===== config.mk =====
export PLATFORM = sky130hd
export DESIGN_NAME = btn_input_conditioner
export DESIGN_NICKNAME = d
export VERILOG_FILES = /design/src/rtl/btn_pkg.sv /design/src/rtl/btn_debounce_channel.sv /design/src/rtl/btn_input_conditioner.sv
export SDC_FILE = /design/constraint.sdc
export NUM_CORES = 1
export LEC_CHECK = 0
export CAP_MARGIN = 20
export CORE_MARGIN = 2
export CORE_UTILIZATION = 58
export CTS_CLUSTER_SIZE = 40
export DETAILED_ROUTE_END_ITERATION = 8
export HOLD_SLACK_MARGIN = 0.12
export PLACE_DENSITY = 0.89
export REMOVE_ABC_BUFFERS = 1
export SLEW_MARGIN = 0
export SYNTH_ARGS = -nofsm -noshare
export SYNTH_HDL_FRONTEND = slang
export SYNTH_HIERARCHICAL = 1
export SYNTH_SLANG_ARGS = --single-unit

===== constraint.sdc =====
create_clock -name clk -period 2 [get_ports clk]
set_input_delay 0.4 -clock clk [delete_from_list [all_inputs] [get_ports clk]]
set_output_delay 0.4 -clock clk [all_outputs]
set_load 0.02 [all_outputs]

===== src/rtl/btn_pkg.sv =====
// Shared constants for the push-button input path.
// - Default debounce lengths for hardware and for fast simulation.
// - Board button count and per-button channel indices.
// - A helper that sizes the debounce counter.
package btn_pkg;

    localparam int unsigned DEBOUNCE_CYCLES_HW  = 250000;
    localparam int unsigned DEBOUNCE_CYCLES_SIM = 4;
    localparam int unsigned NUM_BTNS_BOARD      = 5;

    // Channel indices into the btn_* vectors.
    localparam int unsigned BTN_C = 0;
    localparam int unsigned BTN_U = 1;
    localparam int unsigned BTN_L = 2;
    localparam int unsigned BTN_R = 3;
    localparam int unsigned BTN_D = 4;

    // The extra bit leaves headroom so that DEBOUNCE_CYCLES-1 always fits.
    function automatic int unsigned dbc_cnt_width(int unsigned cycles);
        return $clog2(cycles) + 1;
    endfunction

endpackage


===== src/rtl/btn_debounce_channel.sv =====
// One push-button channel: 2-FF synchronizer, debounce counter, debounced level,
// registered press/release pulses and a wrapping press counter.
// Ports:
//   clk_i, rst_ni  - clock, asynchronous active-low reset
//   btn_raw_i      - raw asynchronous button level
//   level_o        - debounced level
//   press_o        - 1-cycle pulse on debounced 0->1
//   release_o      - 1-cycle pulse on debounced 1->0
//   press_set_o    - next-state of press_o, lets the parent register an OR in step
//   press_cnt_o    - wrapping count of presses
module btn_debounce_channel
    import btn_pkg::*;
#(
    parameter int unsigned DEBOUNCE_CYCLES = DEBOUNCE_CYCLES_HW,
    parameter int unsigned CNT_W           = 8
) (
    input  logic             clk_i,
    input  logic             rst_ni,
    input  logic             btn_raw_i,
    output logic             level_o,
    output logic             press_o,
    output logic             release_o,
    output logic             press_set_o,
    output logic [CNT_W-1:0] press_cnt_o
);

    localparam int unsigned    DbcW   = dbc_cnt_width(DEBOUNCE_CYCLES);
    localparam logic [DbcW-1:0] DbcMax = DbcW'(DEBOUNCE_CYCLES - 1);

    logic             sync1_q, sync2_q;
    logic [DbcW-1:0]  dbc_q, dbc_d;
    logic             level_q, level_d;
    logic             press_q, press_d;
    logic             release_q, release_d;
    logic [CNT_W-1:0] press_cnt_q, press_cnt_d;

    always_comb begin
        dbc_d       = dbc_q;
        level_d     = level_q;
        press_d     = 1'b0;
        release_d   = 1'b0;
        press_cnt_d = press_cnt_q;
        if (sync2_q == level_q) begin
            // Any return to agreement restarts the qualification window.
            dbc_d = '0;
        end else if (dbc_q == DbcMax) begin
            dbc_d     = '0;
            level_d   = sync2_q;
            press_d   = sync2_q;
            release_d = ~sync2_q;
            if (sync2_q) begin
                press_cnt_d = press_cnt_q + CNT_W'(1);
            end
        end else begin
            dbc_d = dbc_q + DbcW'(1);
        end
    end

    always_ff @(posedge clk_i or negedge rst_ni) begin
        if (!rst_ni) begin
            sync1_q     <= 1'b0;
            sync2_q     <= 1'b0;
            dbc_q       <= '0;
            level_q     <= 1'b0;
            press_q     <= 1'b0;
            release_q   <= 1'b0;
            press_cnt_q <= '0;
        end else begin
            sync1_q     <= btn_raw_i;
            sync2_q     <= sync1_q;
            dbc_q       <= dbc_d;
            level_q     <= level_d;
            press_q     <= press_d;
            release_q   <= release_d;
            press_cnt_q <= press_cnt_d;
        end
    end

    assign level_o     = level_q;
    assign press_o     = press_q;
    assign release_o   = release_q;
    assign press_set_o = press_d;
    assign press_cnt_o = press_cnt_q;

endmodule


===== src/rtl/btn_input_conditioner.sv =====
// Conditions raw push-button levels into clean clk-domain signals for the core
// and top-level control.
// Ports:
//   clk, reset_n  - clock, asynchronous active-low reset
//   btn_raw       - raw asynchronous button levels, active-high
//   btn_level     - debounced levels
//   btn_press     - 1-cycle pulse per debounced 0->1
//   btn_release   - 1-cycle pulse per debounced 1->0
//   any_press     - registered OR of btn_press, aligned with it
//   press_cnt     - per-button wrapping press counters, button i at [i*CNT_W +: CNT_W]
module btn_input_conditioner
    import btn_pkg::*;
#(
    parameter int unsigned NUM_BTNS        = NUM_BTNS_BOARD,
    parameter int unsigned DEBOUNCE_CYCLES = DEBOUNCE_CYCLES_HW,
    parameter int unsigned CNT_W           = 8
) (
    input  logic                      clk,
    input  logic                      reset_n,
    input  logic [NUM_BTNS-1:0]       btn_raw,
    output logic [NUM_BTNS-1:0]       btn_level,
    output logic [NUM_BTNS-1:0]       btn_press,
    output logic [NUM_BTNS-1:0]       btn_release,
    output logic                      any_press,
    output logic [NUM_BTNS*CNT_W-1:0] press_cnt
);

    logic [NUM_BTNS-1:0] press_set;
    logic                any_press_q;

    for (genvar g = 0; g < NUM_BTNS; g++) begin : g_chan
        btn_debounce_channel #(
            .DEBOUNCE_CYCLES(DEBOUNCE_CYCLES),
            .CNT_W          (CNT_W)
        ) u_chan (
            .clk_i      (clk),
            .rst_ni     (reset_n),
            .btn_raw_i  (btn_raw[g]),
            .level_o    (btn_level[g]),
            .press_o    (btn_press[g]),
            .release_o  (btn_release[g]),
            .press_set_o(press_set[g]),
            .press_cnt_o(press_cnt[g*CNT_W +: CNT_W])
        );
    end

    // Built from the channels' next-state so it rises on the same edge as btn_press.
    always_ff @(posedge clk or negedge reset_n) begin
        if (!reset_n) begin
            any_press_q <= 1'b0;
        end else begin
            any_press_q <= |press_set;
        end
    end

    assign any_press = any_press_q;

endmodule


Word-level counts from Yosys, hierarchy flattened --
Index checks and enable logic that the tools add are counted.
Word-level totals: bits in registers 161
Operators by class: bitwise logic cells 10, reduce and logical (&&, ||, !) cells 11, equality and inequality tests 10, mux-type cells 30, add/subtract/negate cells 10
Operator list (number):
- $mux W19 | 10
- $add A19 B1 Y19 const B | 5
- $eq A19 B18 Y1 const B | 5
- $add A8 B1 Y8 const B | 5
- $mux W1 | 20
- $reduce_and A3 Y1 | 5
- $not A1 Y1 | 10
- $reduce_and A2 Y1 | 5
- $eq A1 B1 Y1 | 5
- $reduce_or A5 Y1 | 1

Logic depth before layout (Yosys ltp) --
Gate-level depths: netlist (run 1).
depth after elaboration 4, gate-level depth with buffers 7

By module --
Netlist (run 1), hierarchy kept.
By module, submodules not included:
- btn_debounce_channel at g_chan[0].u_chan ... | instances 4, area each 1579.0 µm², seq. area each 800.8 µm², cells each 148
- btn_debounce_channel at g_chan[2].u_chan | instances 1, area each 1536.5 µm², seq. area each 800.8 µm², cells each 146
- btn_input_conditioner | instances 1, area each 37.5 µm², seq. area each 25.0 µm², cells each 4

Worst setup path before layout (run 1) --
No wires, ideal clock.
path kind reg-to-reg, start reg g_chan[2].u_chan.dbc_q[0], end reg g_chan[2].u_chan.dbc_q[16], arrival time 1.698 ns, clock period less this slack 1.775 ns, path buffers 0, library setup time 0.078 ns, stages on the path, launching flop included 6, path slack 0.225 ns, path through dfrtp_1 ha_1 nand3_1 or3_4 or4_1 a21oi_1
Between the ends: longest elaborated chain between the ends 3, elaborated cells on any way between the ends 4
RTL lines:
- start: declaration | RTL line btn_debounce_channel.sv:31 | logic [DbcW-1:0] dbc_q, dbc_d;
- start signal: assignment | RTL line btn_debounce_channel.sv:63 | dbc_q <= '0;
- start signal: assignment | RTL line btn_debounce_channel.sv:71 | dbc_q <= dbc_d;
- $add A19 B1 Y19 or $eq A19 B18 Y1 (tied branches) | RTL line btn_debounce_channel.sv:55, btn_debounce_channel.sv:46
- $mux W19 * | RTL line btn_debounce_channel.sv:46 | end else if (dbc_q == DbcMax) begin
- $mux W19 * | RTL line btn_debounce_channel.sv:43 | if (sync2_q == level_q) begin
- named net g_chan[2].u_chan.dbc_d[16] | RTL line btn_debounce_channel.sv:31
The timed path passes the listed nets; every way through them passes the cells marked *. A chain may end at the register's enable or synchronous reset.

Worst setup path after layout (run 1) --
start reg g_chan[0].u_chan.dbc_q[0], end reg g_chan[0].u_chan.dbc_q[16]
Between the ends: longest elaborated chain between the ends 3, elaborated cells on any way between the ends 4
RTL lines (RTL line):
- start: declaration | btn_debounce_channel.sv:31
- start signal: assignment | btn_debounce_channel.sv:63
- start signal: assignment | btn_debounce_channel.sv:71
- $add A19 B1 Y19 or $eq A19 B18 Y1 (tied branches) | btn_debounce_channel.sv:55, btn_debounce_channel.sv:46
- $mux W19 * | btn_debounce_channel.sv:46
- $mux W19 * | btn_debounce_channel.sv:43
- named net g_chan[0].u_chan.dbc_d[16] | btn_debounce_channel.sv:31
Marked as above.

==> metrics, run 1 <==
VDD IR max 0.000623 V; Reg power frac 0.484; drt drc 0; Compound-Gate Fraction of Synth Area 0.0331; internal power 5410 µW; worst-skew pair later-pin latency 0.43 ns; final core occ 0.730; FF-to-FF Start g_chan[0].u_chan/dbc_q[0]; final worst setup slack 0.0351 ns; synthesized cell area 7890 µm²; # fillers 851; I/O Pins 63; Crit path largest cell delay 0.52 ns; Distinct cells, synth 39; GR Overflow Total 0; top-count cell post-synth dfrtp_1; Num Clock Sinks 161; synth cell count leaders dfrtp_1, nor2_1, xnor2_1; crit-path cells ha_2, nand4_1, buf_4, nor4_1, xnor2_1, nor2_1; Post-synth EDFFs 0; post-synthesis cell count 742; worst hold start g_chan[0].u_chan/sync1_q; Cells after DPL 1006; leakage power 0.00411 µW; MaxCap Viol Count 0; crit path from g_chan[0].u_chan/dbc_q[0]; initial antenna violation count 0; Clock Pin Slew Worst Setup and Hold Paths 0.06 ns; drt first pass iters 5; maximum achievable frequency 509 MHz; CTS tree yes; CTS max path bufs 2; 1st-iter DRT viols 408; Non-Filler Instances 1045; status complete, no violations; GRT Overall Usage 0.251; RePlAce Congestion 0.922; core area 13200 µm²; Synth Area per Inst 10.6 µm²; combinational share of power 0.031; H-tree levels 4; simple logic cell fraction of the synthesized area 0.272; slew margin rel. 0.601; DR vias 6193; ys flop type dfrtp_1; Starting Density 0.596; layout cells sized above 1 0.151; site row count 42; Num CTS Buffers 17; wire per inst 16.6 µm; post-route clock period utilization 0.982; PortBufs 62; largest net degree at the start of global routing 54; largest family of logic cells by synthesized area simple AND/OR/NAND/NOR gates; post-synthesis register bit count 161; Req. time, crit path 2.32 ns; Via density 5.93; first-pass GRT wire length 29100 µm; multiplexer share of the synthesized area 0.0122; CP max stage cell nor4_1; area occupied by multi-input gates 3670 µm²; Hold Path Class flop to flop; post-route minimum period 1.96 ns; CP Class flop to flop; Post-synth ARST share 1.00; Worst-Margin Slew 0.597 ns; Layout Nets 878; CP startpoint kind flop; clock group share of total power 0.485; Crit Path Max Fanout 4; Layout Skew 0.00617 ns; Net Switching 1460 µW; Critical Path End Type flop; register area share after synthesis 0.511; vias in the first global route 6095; Inserted Diodes 0; die height 121 µm; die width 121 µm; Setup Viol. Count Final 0; warning count from the yosys run 6; Adder-Cell Fraction of Synth Area 0.0238; WL final 17300 µm; FF+latch area 4030 µm²; synthesis-to-layout area growth 22.5%; sw frac 0.213; Yosys top cell area share 0.511; crit path DAT 2.29 ns; Slew Limit Fails 0; pre-CTS WS 0.0423 ns; Synth Area in XOR/XNOR 0.120; Root Driver clkbuf_16; die area 14600 µm²; top cells by area, synth dfrtp_1, xnor2_1, nor2_1, xor2_1, nor4_1; Synth area leader dfrtp_1; Post-DRT Antenna Nets 0; HPWL after DPL 11400 µm; Final Hold Fails 0; PwrDens 711 nW/µm²; Setup TNS 0 ns
-- power groups by stage --
| stage | clock (µW) | combinational [µW] | sequential (µW) |
|---|---|---|---|
| 3_5_place_dp | 0 | 205 | 3390 |
| 4_1_cts | 3370 | 209 | 3330 |
| 3_3_place_gp | 0 | 199 | 3380 |
| 6_report | 3340 | 210 | 3330 |
| 5_1_grt | 3510 | 247 | 3330 |
| 2_1_floorplan | 0 | 81.1 | 3380 |
-- stage by stage --
stage / total power [µW] / hold slack [ns] / area, µm²
after floorplan: 3460 / 0.104 / 7780
after global placement: 3580 / 0.333 / 8960
final: 6870 / 0.349 / 9670
after CTS: 6910 / 0.351 / 9580
after detailed placement: 3590 / 0.338 / 8960
after global routing: 7090 / 0.354 / 9670
-- logic make-up after synthesis --
| family | Yosys count |
|---|---|
| and+or+nand+nor | 372 |
| DFF | 161 |
| xor gates and xnor gates | 108 |
| buffers and inverters | 47 |
| AOI/OAI and AO/OA | 30 |
| adders and majority gates | 15 |
| muxes | 9 |
-- worst paths after layout --
| check | end | slack [ns] | cells after the start |
|---|---|---|---|
| setup / recovery | g_chan[0].u_chan/dbc_q[16] | 0.04 | 6 |
| hold / removal | g_chan[0].u_chan/sync2_q | 0.35 | 0 |
| setup reg to reg | g_chan[0].u_chan/dbc_q[16] | 0.04 | 6 |
| hold reg to reg | g_chan[0].u_chan/sync2_q | 0.35 | 0 |
| max in group asynchronous | g_chan[3].u_chan/press_cnt_o[0] | 0.88 | 3 |
| min in group asynchronous | g_chan[2].u_chan/dbc_q[2] | 0.49 | 2 |
-- sequential cells by signal, summed over array words and instances, names as in the netlist --
| signal | cells |
|---|---|
| g_chan.u_chan/level_o | 5 |
| g_chan.u_chan/sync1_q | 5 |
| g_chan.u_chan/press_o | 5 |
| g_chan.u_chan/release_o | 5 |
| any_press | 1 |
| g_chan.u_chan/dbc_q | 95 |
| g_chan.u_chan/sync2_q | 5 |
| g_chan.u_chan/press_cnt_o | 40 |
-- repair_timing --
item                       CTS  global route
hold buffers                 1             0
hold endpoints to repair    47             0
buffers inserted             0             6
setup endpoints to repair    0            25
resized for setup            0             8
-- cell usage in the layout, fill, tap and decap left out, types with 2 or more instances in the layout --
master | Yosys | layout
nand3_4 | 5 | 5
and3_1 | 8 | 8
nor2_1 | 113 | 113
o21bai_1 | 5 | 5
nand3b_1 | 4 | 4
inv_1 | 31 | 31
nor4_1 | 39 | 36
nor4b_2 | 5 | 5
xor2_1 | 39 | 39
nand2_1 | 48 | 48
clkinvlp_4 | 0 | 2
nor4_4 | 8 | 8
nand4b_1 | 5 | 5
clkbuf_16 | 0 | 17
nand4_1 | 38 | 38
nor3b_1 | 5 | 5
bufinv_16 | 0 | 3
mux2i_1 | 4 | 4
clkdlybuf4s50_1 | 0 | 61
buf_4 | 0 | 44
or3_1 | 2 | 2
o31ai_1 | 3 | 3
nand3_1 | 39 | 39
a2111oi_2 | 4 | 4
buf_12 | 0 | 2
clkbuf_8 | 0 | 3
dfrtp_1 | 161 | 161
a21oi_1 | 8 | 8
ha_1 | 15 | 13
nor3_1 | 37 | 37
nor4_2 | 8 | 11
or4_1 | 3 | 3
a21bo_2 | 4 | 4
xnor2_1 | 69 | 69
buf_6 | 5 | 3
clkinv_2 | 0 | 6
o21bai_2 | 5 | 5
mux2_2 | 4 | 4
-- routing by layer --
layer / vias up / GRT usage / wire length (µm)
met1: 3088 / 0.318 / 7140
met2: 191 / 0.415 / 8890
met5: - / 0 / 0
met4: 0 / 0.119 / 540
li1: 2864 / - / -
met3: 50 / 0.0491 / 724
-- critical path: cells and delay by family (launching register included) --
family / cells / cell delay (ns)
buffers and inverters: 1 / 0.23
xor gates and xnor gates: 1 / 0.19
and+or+nand+nor: 3 / 0.80
DFF: 1 / 0.40
adders and majority gates: 1 / 0.23
-- area by class of cell --
cell class              instances  share of cell area
inverters                      31              0.0120
multi-input cells             534               0.380
well taps                     176              0.0228
clock inverters                11              0.0140
clock buffers                  21              0.0487
repair buffers                111               0.106
flip-flops and latches        161               0.417
(Power assumes the default switching activity.)
==> run 2, diff against run 1 <==
--- a/config.mk
+++ b/config.mk
@@ -6,13 +6,13 @@
 export NUM_CORES = 1
 export LEC_CHECK = 0
 export CAP_MARGIN = 20
+export CORE_ASPECT_RATIO = 1.1
 export CORE_MARGIN = 2
 export CORE_UTILIZATION = 58
 export CTS_CLUSTER_SIZE = 40
 export DETAILED_ROUTE_END_ITERATION = 8
 export HOLD_SLACK_MARGIN = 0.12
 export PLACE_DENSITY = 0.89
-export REMOVE_ABC_BUFFERS = 1
 export SLEW_MARGIN = 0
 export SYNTH_ARGS = -nofsm -noshare
 export SYNTH_HDL_FRONTEND = slang
==> metrics, run 2 (synthesis gave the netlist of run 1 again) <==
WL final 16600 µm; Starting Density 0.595; H-tree levels 4; initial antenna violation count 0; Layout Skew 0.00969 ns; vias in the first global route 5987; Cells after DPL 1015; drt first pass iters 5; Num Clock Sinks 161; core area 13300 µm²; Clock Pin Slew Worst Setup and Hold Paths 0.06 ns; die height 126 µm; status complete, no violations; Num CTS Buffers 17; GR Overflow Total 0; Final Hold Fails 0; CTS tree yes; RePlAce Congestion 0.896; most frequent cells in the layout dfrtp_1, nor2_1, xnor2_1, clkdlybuf4s50_1, nand2_1; Setup Viol. Count Final 0; Non-Filler Instances 1053; post-route cell area 9720 µm²; I/O Pins 63; VDD IR max 0.000585 V; post-route minimum period 1.94 ns; Worst-Margin Slew 0.559 ns; die width 115 µm; worst path buffer plus inverter count 1; Total Power 7040 µW; maximum achievable frequency 516 MHz; Via density 5.69; Inserted Diodes 0; slew margin rel. 0.626; CP startpoint kind flop; Critical Path End Type output port; syn nets 764; Root Driver clkbuf_16; Area after DPL 8990 µm²; first-pass GRT wire length 28000 µm; Largest Register g_chan.u_chan/dbc_q; reg2reg setup slack 0.08 ns; Slew Limit Fails 0; DR vias 5990; layout cells sized above 1 0.152; CP Class flop to output port; largest net degree at the start of global routing 48; Hold Path Class flop to flop; post-route clock period utilization 0.969; wire per inst 15.8 µm; Setup TNS 0 ns; Min Hold Slack 0.352 ns; HPWL after DPL 11100 µm; CTS max path bufs 2; crit path DAT 1.54 ns; Top Family by Delay on Critical Path buffers and inverters; Layout Nets 878; Largest register FFs 95; site row count 44; 1st-iter DRT viols 370; # fillers 859; GRT Overall Usage 0.241; most common cell after layout, fill and taps aside dfrtp_1; die area 14600 µm²; drt drc 0; Crit Path Max Fanout 6; MaxCap Viol Count 0; leakage power 0.00412 µW; Crit path largest cell delay 0.65 ns; PwrDens 724 nW/µm²; worst-skew pair later-pin latency 0.43 ns; CP max stage cell clkdlybuf4s50_1; PortBufs 62; synthesis-to-layout area growth 23.2%; Post-DRT Antenna Nets 0; Req. time, crit path 1.60 ns; crit-path cells clkdlybuf4s50_1
[run 2: cell count changes in the layout (fill, tap and decap cells not counted), moves of 2 or more]
cell | previous run | this run
clkinv_4 | 0 | 3
clkinv_2 | 6 | 2
ha_2 | 1 | 3
buf_6 | 3 | 1
[run 2: worst paths after layout]
check / cells after the start / from / end
max: 1 / g_chan[2].u_chan/press_cnt_o[2] / press_cnt[18]
min: 0 / g_chan[1].u_chan/sync1_q / g_chan[1].u_chan/sync2_q
max in group asynchronous: 3 / reset_n / g_chan[0].u_chan/dbc_q[4]
min in group asynchronous: 2 / reset_n / g_chan[4].u_chan/press_cnt_o[7]
max reg2reg: 5 / g_chan[4].u_chan/dbc_q[11] / g_chan[4].u_chan/press_cnt_o[1]
min reg2reg: 0 / g_chan[1].u_chan/sync1_q / g_chan[1].u_chan/sync2_q
[run 2: per-layer routing]
metal  vias to the layer above  routed length, µm  GRT usage
li1                       2832                  -          -
met1                      2951               6830      0.294
met2                       164               8720      0.409
met3                        43                618     0.0521
met4                         0                458      0.111
met5                         -                  0          0
[run 2: stage by stage]
step	util	setup WS, ns
after floorplan	-	0.225
after global placement	0.678	0.146
final	0.732	0.0621
after global routing	0.732	-0.0147
after CTS	0.727	0.00200
after detailed placement	0.678	0.0803
[run 2: final cells by class]
class	instances	area, µm²	area share
sequential	161	4030	0.415
multi-input combinational	534	3660	0.377
timing repair buffer	111	1030	0.106
clock buffer	20	467	0.0480
tap	184	230	0.0237
clock inverter	12	180	0.0185
inverter	31	116	0.0120
[run 2: power by group]
| group | leakage [µW] | internal, µW | total, µW | switching (µW) |
|---|---|---|---|---|
| combinational | 0.00159 | 72.4 | 208 | 135 |
| clock | 0.000313 | 2190 | 3510 | 1310 |
| sequential | 0.00221 | 3290 | 3330 | 34.3 |
| total | 0.00412 | 5560 | 7040 | 1480 |
[run 2: what timing repair did]
action,in CTS,in global routing
buffers inserted,0,5
endpoints found under the hold margin,42,0
gates resized for setup,0,6
endpoints found under the setup margin,0,17
hold buffers,1,0
